<file path="src/rtl/mux_scan_ctrl_if.sv">
// Handshake bundle between the scan sequencer and its requester/mux.
// master = requester and mux side, slave = sequencer.
interface mux_scan_ctrl_if;
    logic       start;
    logic       cont;
    logic [3:0] mask;
    logic       y;
    logic [1:0] s;
    logic [3:0] sample;
    logic       valid;
    logic       busy;

    modport master (
        output start, cont, mask, y,
        input  s, sample, valid, busy
    );

    modport slave (
        input  start, cont, mask, y,
        output s, sample, valid, busy
    );
endinterface

</file>
<file path="src/rtl/mux_scan_ctrl.sv">
// Scan sequencer for a 4:1 select mux: steps s over the enabled channels,
// lets each settle for DWELL cycles, captures y and publishes a 4-bit snapshot.
module mux_scan_ctrl #(
    parameter int DWELL = 4,
    parameter int CNT_W = 8
) (
    input  logic           clk,
    input  logic           rst,
    mux_scan_ctrl_if.slave bus
);

    typedef enum logic [1:0] {IDLE, SETTLE, CAPTURE, DONE} state_t;

    localparam logic [CNT_W-1:0] CNT_LAST = CNT_W'(DWELL - 1);

    state_t           state;
    logic [CNT_W-1:0] cnt;
    logic [3:0]       mask_q;
    logic [3:0]       shadow;
    logic [3:0]       shadow_cap;
    logic [1:0]       s_q;
    logic [3:0]       sample_q;
    logic             valid_q;
    logic             busy_q;
    logic [2:0]       nxt;

    function automatic logic [1:0] low_bit(input logic [3:0] m);
        low_bit = 2'd0;
        for (int i = 3; i >= 0; i--)
            if (m[i]) low_bit = 2'(i);
    endfunction

    // Returns {found, index} of the next enabled channel above cur.
    function automatic logic [2:0] next_bit(input logic [3:0] m, input logic [1:0] cur);
        next_bit = 3'b000;
        for (int i = 3; i >= 0; i--)
            if (m[i] && (i > int'(cur))) next_bit = {1'b1, 2'(i)};
    endfunction

    // Shadow including the bit captured this cycle, so DONE can publish it on entry.
    always_comb begin
        shadow_cap      = shadow;
        shadow_cap[s_q] = bus.y;
        nxt             = next_bit(mask_q, s_q);
    end

    always_ff @(posedge clk) begin
        if (rst) begin
            state    <= IDLE;
            cnt      <= '0;
            mask_q   <= 4'd0;
            shadow   <= 4'd0;
            s_q      <= 2'd0;
            sample_q <= 4'd0;
            valid_q  <= 1'b0;
            busy_q   <= 1'b0;
        end else begin
            valid_q <= 1'b0;
            case (state)
                IDLE: begin
                    if (bus.start) begin
                        mask_q <= bus.mask;
                        shadow <= 4'd0;
                        busy_q <= 1'b1;
                        if (bus.mask != 4'd0) begin
                            s_q   <= low_bit(bus.mask);
                            cnt   <= '0;
                            state <= SETTLE;
                        end else begin
                            sample_q <= 4'd0;
                            valid_q  <= 1'b1;
                            state    <= DONE;
                        end
                    end
                end
                SETTLE: begin
                    if (cnt == CNT_LAST) state <= CAPTURE;
                    else                 cnt   <= cnt + 1'b1;
                end
                CAPTURE: begin
                    shadow <= shadow_cap;
                    if (nxt[2]) begin
                        s_q   <= nxt[1:0];
                        cnt   <= '0;
                        state <= SETTLE;
                    end else begin
                        sample_q <= shadow_cap;
                        valid_q  <= 1'b1;
                        state    <= DONE;
                    end
                end
                DONE: begin
                    if (bus.cont) begin
                        shadow <= 4'd0;
                        if (mask_q != 4'd0) begin
                            s_q   <= low_bit(mask_q);
                            cnt   <= '0;
                            state <= SETTLE;
                        end else begin
                            // Empty continuous scan: stay here, one valid per cycle.
                            sample_q <= 4'd0;
                            valid_q  <= 1'b1;
                        end
                    end else begin
                        busy_q <= 1'b0;
                        state  <= IDLE;
                    end
                end
                default: state <= IDLE;
            endcase
        end
    end

    assign bus.s      = s_q;
    assign bus.sample = sample_q;
    assign bus.valid  = valid_q;
    assign bus.busy   = busy_q;

endmodule

</file>
<file path="src/flat_wrapper.sv">
// flat-port wrapper written by rule: the top's interface ports become plain ports
module mux_scan_ctrl_flat 
#(
    parameter int DWELL = 4,
    parameter int CNT_W = 8
)
  (clk, rst, bus_start, bus_cont, bus_mask, bus_y, bus_s, bus_sample, bus_valid, bus_busy);
  mux_scan_ctrl_if bus_i ();
  input  logic clk;
  input  logic rst;
  input wire logic [$bits(bus_i.start)-1:0] bus_start;
  input wire logic [$bits(bus_i.cont)-1:0] bus_cont;
  input wire logic [$bits(bus_i.mask)-1:0] bus_mask;
  input wire logic [$bits(bus_i.y)-1:0] bus_y;
  output wire logic [$bits(bus_i.s)-1:0] bus_s;
  output wire logic [$bits(bus_i.sample)-1:0] bus_sample;
  output wire logic [$bits(bus_i.valid)-1:0] bus_valid;
  output wire logic [$bits(bus_i.busy)-1:0] bus_busy;
  assign bus_i.start = bus_start;
  assign bus_i.cont = bus_cont;
  assign bus_i.mask = bus_mask;
  assign bus_i.y = bus_y;
  assign bus_s = bus_i.s;
  assign bus_sample = bus_i.sample;
  assign bus_valid = bus_i.valid;
  assign bus_busy = bus_i.busy;
  mux_scan_ctrl #(.DWELL(DWELL), .CNT_W(CNT_W)) u_core (.clk(clk), .rst(rst), .bus(bus_i));
endmodule
</file>
<file path="config.mk">
export PLATFORM = sky130hd
export DESIGN_NAME = mux_scan_ctrl_flat
export DESIGN_NICKNAME = d
export VERILOG_FILES = /design/src/rtl/mux_scan_ctrl_if.sv /design/src/rtl/mux_scan_ctrl.sv /design/src/flat_wrapper.sv
export SDC_FILE = /design/constraint.sdc
export NUM_CORES = 1
export LEC_CHECK = 0
export ABC_AREA = 1
export BUFFER_PORTS_ARGS = -buffer_cell sky130_fd_sc_hd__buf_2
export CORE_MARGIN = 2
export CORE_UTILIZATION = 50
export DETAILED_ROUTE_END_ITERATION = 8
export PLACE_DENSITY_LB_ADDON = 0.15
export SLEW_MARGIN = 40
export SYNTH_ARGS = -nofsm -noshare
export SYNTH_HDL_FRONTEND = slang
export SYNTH_SLANG_ARGS = --single-unit
</file>
<file path="constraint.sdc">
create_clock -name clk -period 2 [get_ports clk]
set_clock_uncertainty 0.05 [all_clocks]
set_input_delay 0.2 -clock clk [delete_from_list [all_inputs] [get_ports clk]]
set_output_delay 0.2 -clock clk [all_outputs]
set_load 0.02 [all_outputs]
</file>
; Word-level counts from Yosys, hierarchy flattened
; Index checks and enable logic that the tools add are counted.
[classes]
addsub = 1
magnitude_cmp = 5
n_eq_ne = 16
n_mux = 52
reduce_logical = 16
[op_table]
columns = cell, count
row1 = $mux 8, 6
row2 = $mux 2, 19
row3 = $pmux 8 s4, 1
row4 = $mux 4, 7
row5 = $pmux 4 s3, 2
row6 = $reduce_and 6->1, 3
row7 = $ne 2x2->1 const B, 7
row8 = $mux 3, 3
row9 = $reduce_and 3->1, 3
row10 = $add 8x1->8 const B, 1
row11 = $eq 8x2->1 const B, 1
row12 = $mux 1, 8
row13 = $ne 2x1->1 const B, 4
row14 = $pmux 2 s4, 1
row15 = $reduce_bool 4->1, 2
row16 = $pmux 2 s3, 1
row17 = $bwmux 4, 1
row18 = $eq 2x2->1 const B, 2
row19 = $gt 2x2->1 const A, 2
row20 = $logic_and 1x1->1, 4
row21 = $lt 2x3->1 const B, 1
row22 = $ne 3x2->1 const B, 1
row23 = $pmux 1 s3, 1
row24 = $reduce_bool 3->1, 1
row25 = other kinds (8), 8
[word_totals]
regBits = 26
in_bits = 9
out_inout_bits = 8
word_cells = 98

; Depth between registers and ports, before layout
[logic_depth]
ltp_word = 7
mapped_depth = 9
ltp_nobuf = 9

; Worst setup path after synthesis
; No wires, ideal clock.
[synth_timing]
path_type = reg-to-reg
start = reg u_core.cnt[0]
end = reg u_core.cnt[0]
setup_time_ns = 0.113
arrival_time_ns = 1.237
required_time_ns = 1.837
path_slack_ns = 0.600
stages_incl_launch_ff = 9
n_path_buf = 0
period_less_slack_ns = 1.400
cell_sequence = dfxtp_1 ha_1 inv_1 nor3_1 nand3_2 nand2_4 nor2_4 nor2_1 nor2_1
[synth_via]
elab_chain_cells = 3
elab_cells_between_ends = 6
cone_classes = add/sub (1) / eq/ne (2) / mux (2) / reduce/logical (1)
[synth_lines]
columns = element, line
row1 = start: declaration, mux_scan_ctrl.sv:17  ; logic [CNT_W-1:0] cnt;
row2 = start signal: assignment, mux_scan_ctrl.sv:78  ; else cnt <= cnt + 1'b1;
row3 = $add 8x1->8 or $eq 8x2->1 (tied branches), "mux_scan_ctrl.sv:78, mux_scan_ctrl.sv:77"
row4 = $mux 8 or $ne 2x2->1 (tied branches), -
row5 = $pmux 8 s4 or $reduce_and 6->1 (tied branches), -
; Parallel ways exist; a longest one is shown, timed or not. The select of a mux whose other input is x is not followed.
; A chain may end at the register's enable or synchronous reset.

; Worst setup path in the final report
[layout_timing]
start = reg u_core.cnt[0]
end = reg u_core.cnt[1]
; Same word-level chain as after synthesis.

==> run metrics <==
Crit path buffers/inverters=1; Hold-fix buffers, CTS=0; Netlist Area Pre-Place=1470 sq um; Most used DFF post-synth=dfxtp_1; row cnt=19; EDFF count, synth=0; Post-synth ARST share=0; RSZ-0062 raised after global routing=false; Die Area=3380 sq um; initial antenna violation count=0; crit start category=register; Synth top area share=0.355; Commonest cells post-synth=nor2_1, nand2_1, dfxtp_1, a21oi_1, inv_1; die span in y=58.1 microns; die width=58.1 microns; CTS Buf Count=3; vias=1384; synthesized instance count=215; setup_tns=0 ns; pin count of the biggest net entering global routing=16; Area contributors post-synth=dfxtp_1, nor2_1, nand2_1, a21oi_1, nand3_1; crit-path most repeated cell=nand2_1; total wire length=3050 microns; Worst Tran Pin Value=0.340 ns; Post-CTS Setup Bufs=0; Synthesized Nets=225; layout cells sized above 1=0.185; I/O Pins=17; CP top delay family=simple AND/OR/NAND/NOR gates; Final Non-Filler Cells=264; endpoint type of the worst setup path=register; post-CTS sizing=0; area grow syn2layout=9.99%; ANT cells=0; Clk Latency, worst-skew pair=0.33 ns; Min-Delay Path Class=primary input to register; gr ovfl total=0; count leader, synth=nor2_1; maximum vdd ir drop=0.651 mV; first-pass GRT wire length=5370 microns; Avg Inst Size Synth=6.81 sq um; fill cell count=289; IO Port Bufs=16; dpl cells=260; Avg WL per Cell=11.6 microns; status=finished, final reports clean; Netlist cell types=24; multi-input logic area=838 sq um; Fmax=0.619 GHz; Synth Register Bits=26; initial DRC count=50; CP arrival=1.85 ns; synth warn=0; H-tree depth=1; CP cell instances=ha_1, inv_1, nor3_1, nand3_2, nand2_4, nor2_4, nand2_1, nand2_1, nor2_1; TritonCTS clock tree=done; Root Driver=clkbuf_4; Worst-path clk slew=0.16 ns; # setup viols final=0; Layout Utilization=0.579; final hold viol count=0; Worst Path Required=2.24 ns; total power=1.19 mW; max incr delay on CP=0.44 ns; vias in the first global route=1297; final instance area=1610 sq um; slew margin rel.=0.773; Area after DPL=1580 sq um; vias per inst=5.24; gr usage total=0.202; Reg area=520 sq um; hold slack=0.114 ns; detailed placement HPWL=2380 microns; Period minus WS final=1.62 ns; core region area=2780 sq um; fin crit share=0.808; final setup margin=0.384 ns; Detail Route Antenna Nets=0; LEAKAGE=0.713 nW; Max-Cap Viols=0; Setup CP Type=register to register; Layout Nets=244; CTS max path bufs=2; Yosys top cell by area=dfxtp_1; Slew Limit Fails=0; slowest CP cell=dfxtp_1; # DRC=0; Initial Util=0.527; clk sink count=26; drt pass-1 iters=4; worst slack, placed=0.395 ns; crit path max fanout=7; sequential fraction of the synthesis area=0.355; routability congestion estimate=0.822; Pwr Density=740 nW/um^2
-- tightest hold or removal path: cells and delay by family --
family                 cells  cell delay (ns)
AOI/OAI and AO/OA          1             0.09
and+or+nand+nor            1             0.08
buffers and inverters      1             0.10
-- sequential cells by signal (all words and copies together), names as in the netlist --
register           flops
u_core.bus.busy        1
u_core.shadow          4
u_core.state           2
u_core.bus.s           2
u_core.bus.valid       1
u_core.mask_q          4
u_core.bus.sample      4
u_core.cnt             8
-- final timing paths --
| kind | start | endpoint | slack (ns) | depth (start not counted) |
|---|---|---|---|---|
| min | bus_mask[2] | u_core.mask_q[2] | 0.11 | 3 |
| max | u_core.cnt[0] | u_core.cnt[1] | 0.38 | 9 |
| max reg2reg | u_core.cnt[0] | u_core.cnt[1] | 0.38 | 9 |
| min reg2reg | u_core.bus.busy | u_core.bus.busy | 0.42 | 2 |
-- layout make-up --
class,count,share of cell area
inverter,26,0.0606
tap,31,0.0241
multi-input combinational,161,0.520
timing repair buffer,16,0.0497
sequential,26,0.323
clock buffer,4,0.0225
-- layout by cell type, fill, tap and decap left out, types with 2 or more instances in the layout --
cell type  Yosys  routed
nor2_1        36      36
nor3_1         4       4
nand4_1        4       4
nand3_4        2       2
nand3_1       16      16
o21ai_1       11      11
nand2_1       34      34
dfxtp_1       26      26
a21oi_1       22      22
inv_1         21      21
buf_2          1      16
clkbuf_4       0       3
nand2_2        3       3
nor2_2         2       2
nor2_4         4       4
o21ai_0       13      13
nand2_4        4       4
inv_2          5       5
-- logic make-up (layout without fill, tap and decap cells) --
logic type      after synthesis  count (layout)  share of synthesized area
flops                        26              26                      0.355
simple gates                113             113                      0.402
compound gates               47              47                      0.161
buf+inv                      28              46                     0.0726
fa+ha+maj                     1               1                    0.00854
-- report_power, final --
group	leakage (nW)	internal [mW]	switching, mW
registers	0.213	0.561	0.0456
clock network	0.0210	0.111	0.158
logic	0.479	0.104	0.211
total	0.713	0.777	0.415
-- layer usage --
metal	share of wire	track usage	vias to the layer above
li1	-	-	747
met5	0	0	-
met3	0.033	0.0446	2
met1	0.49	0.257	616
met2	0.48	0.352	19
met4	0.0039	0.0365	0
Note: power is estimated with default switching activity, not from simulation.
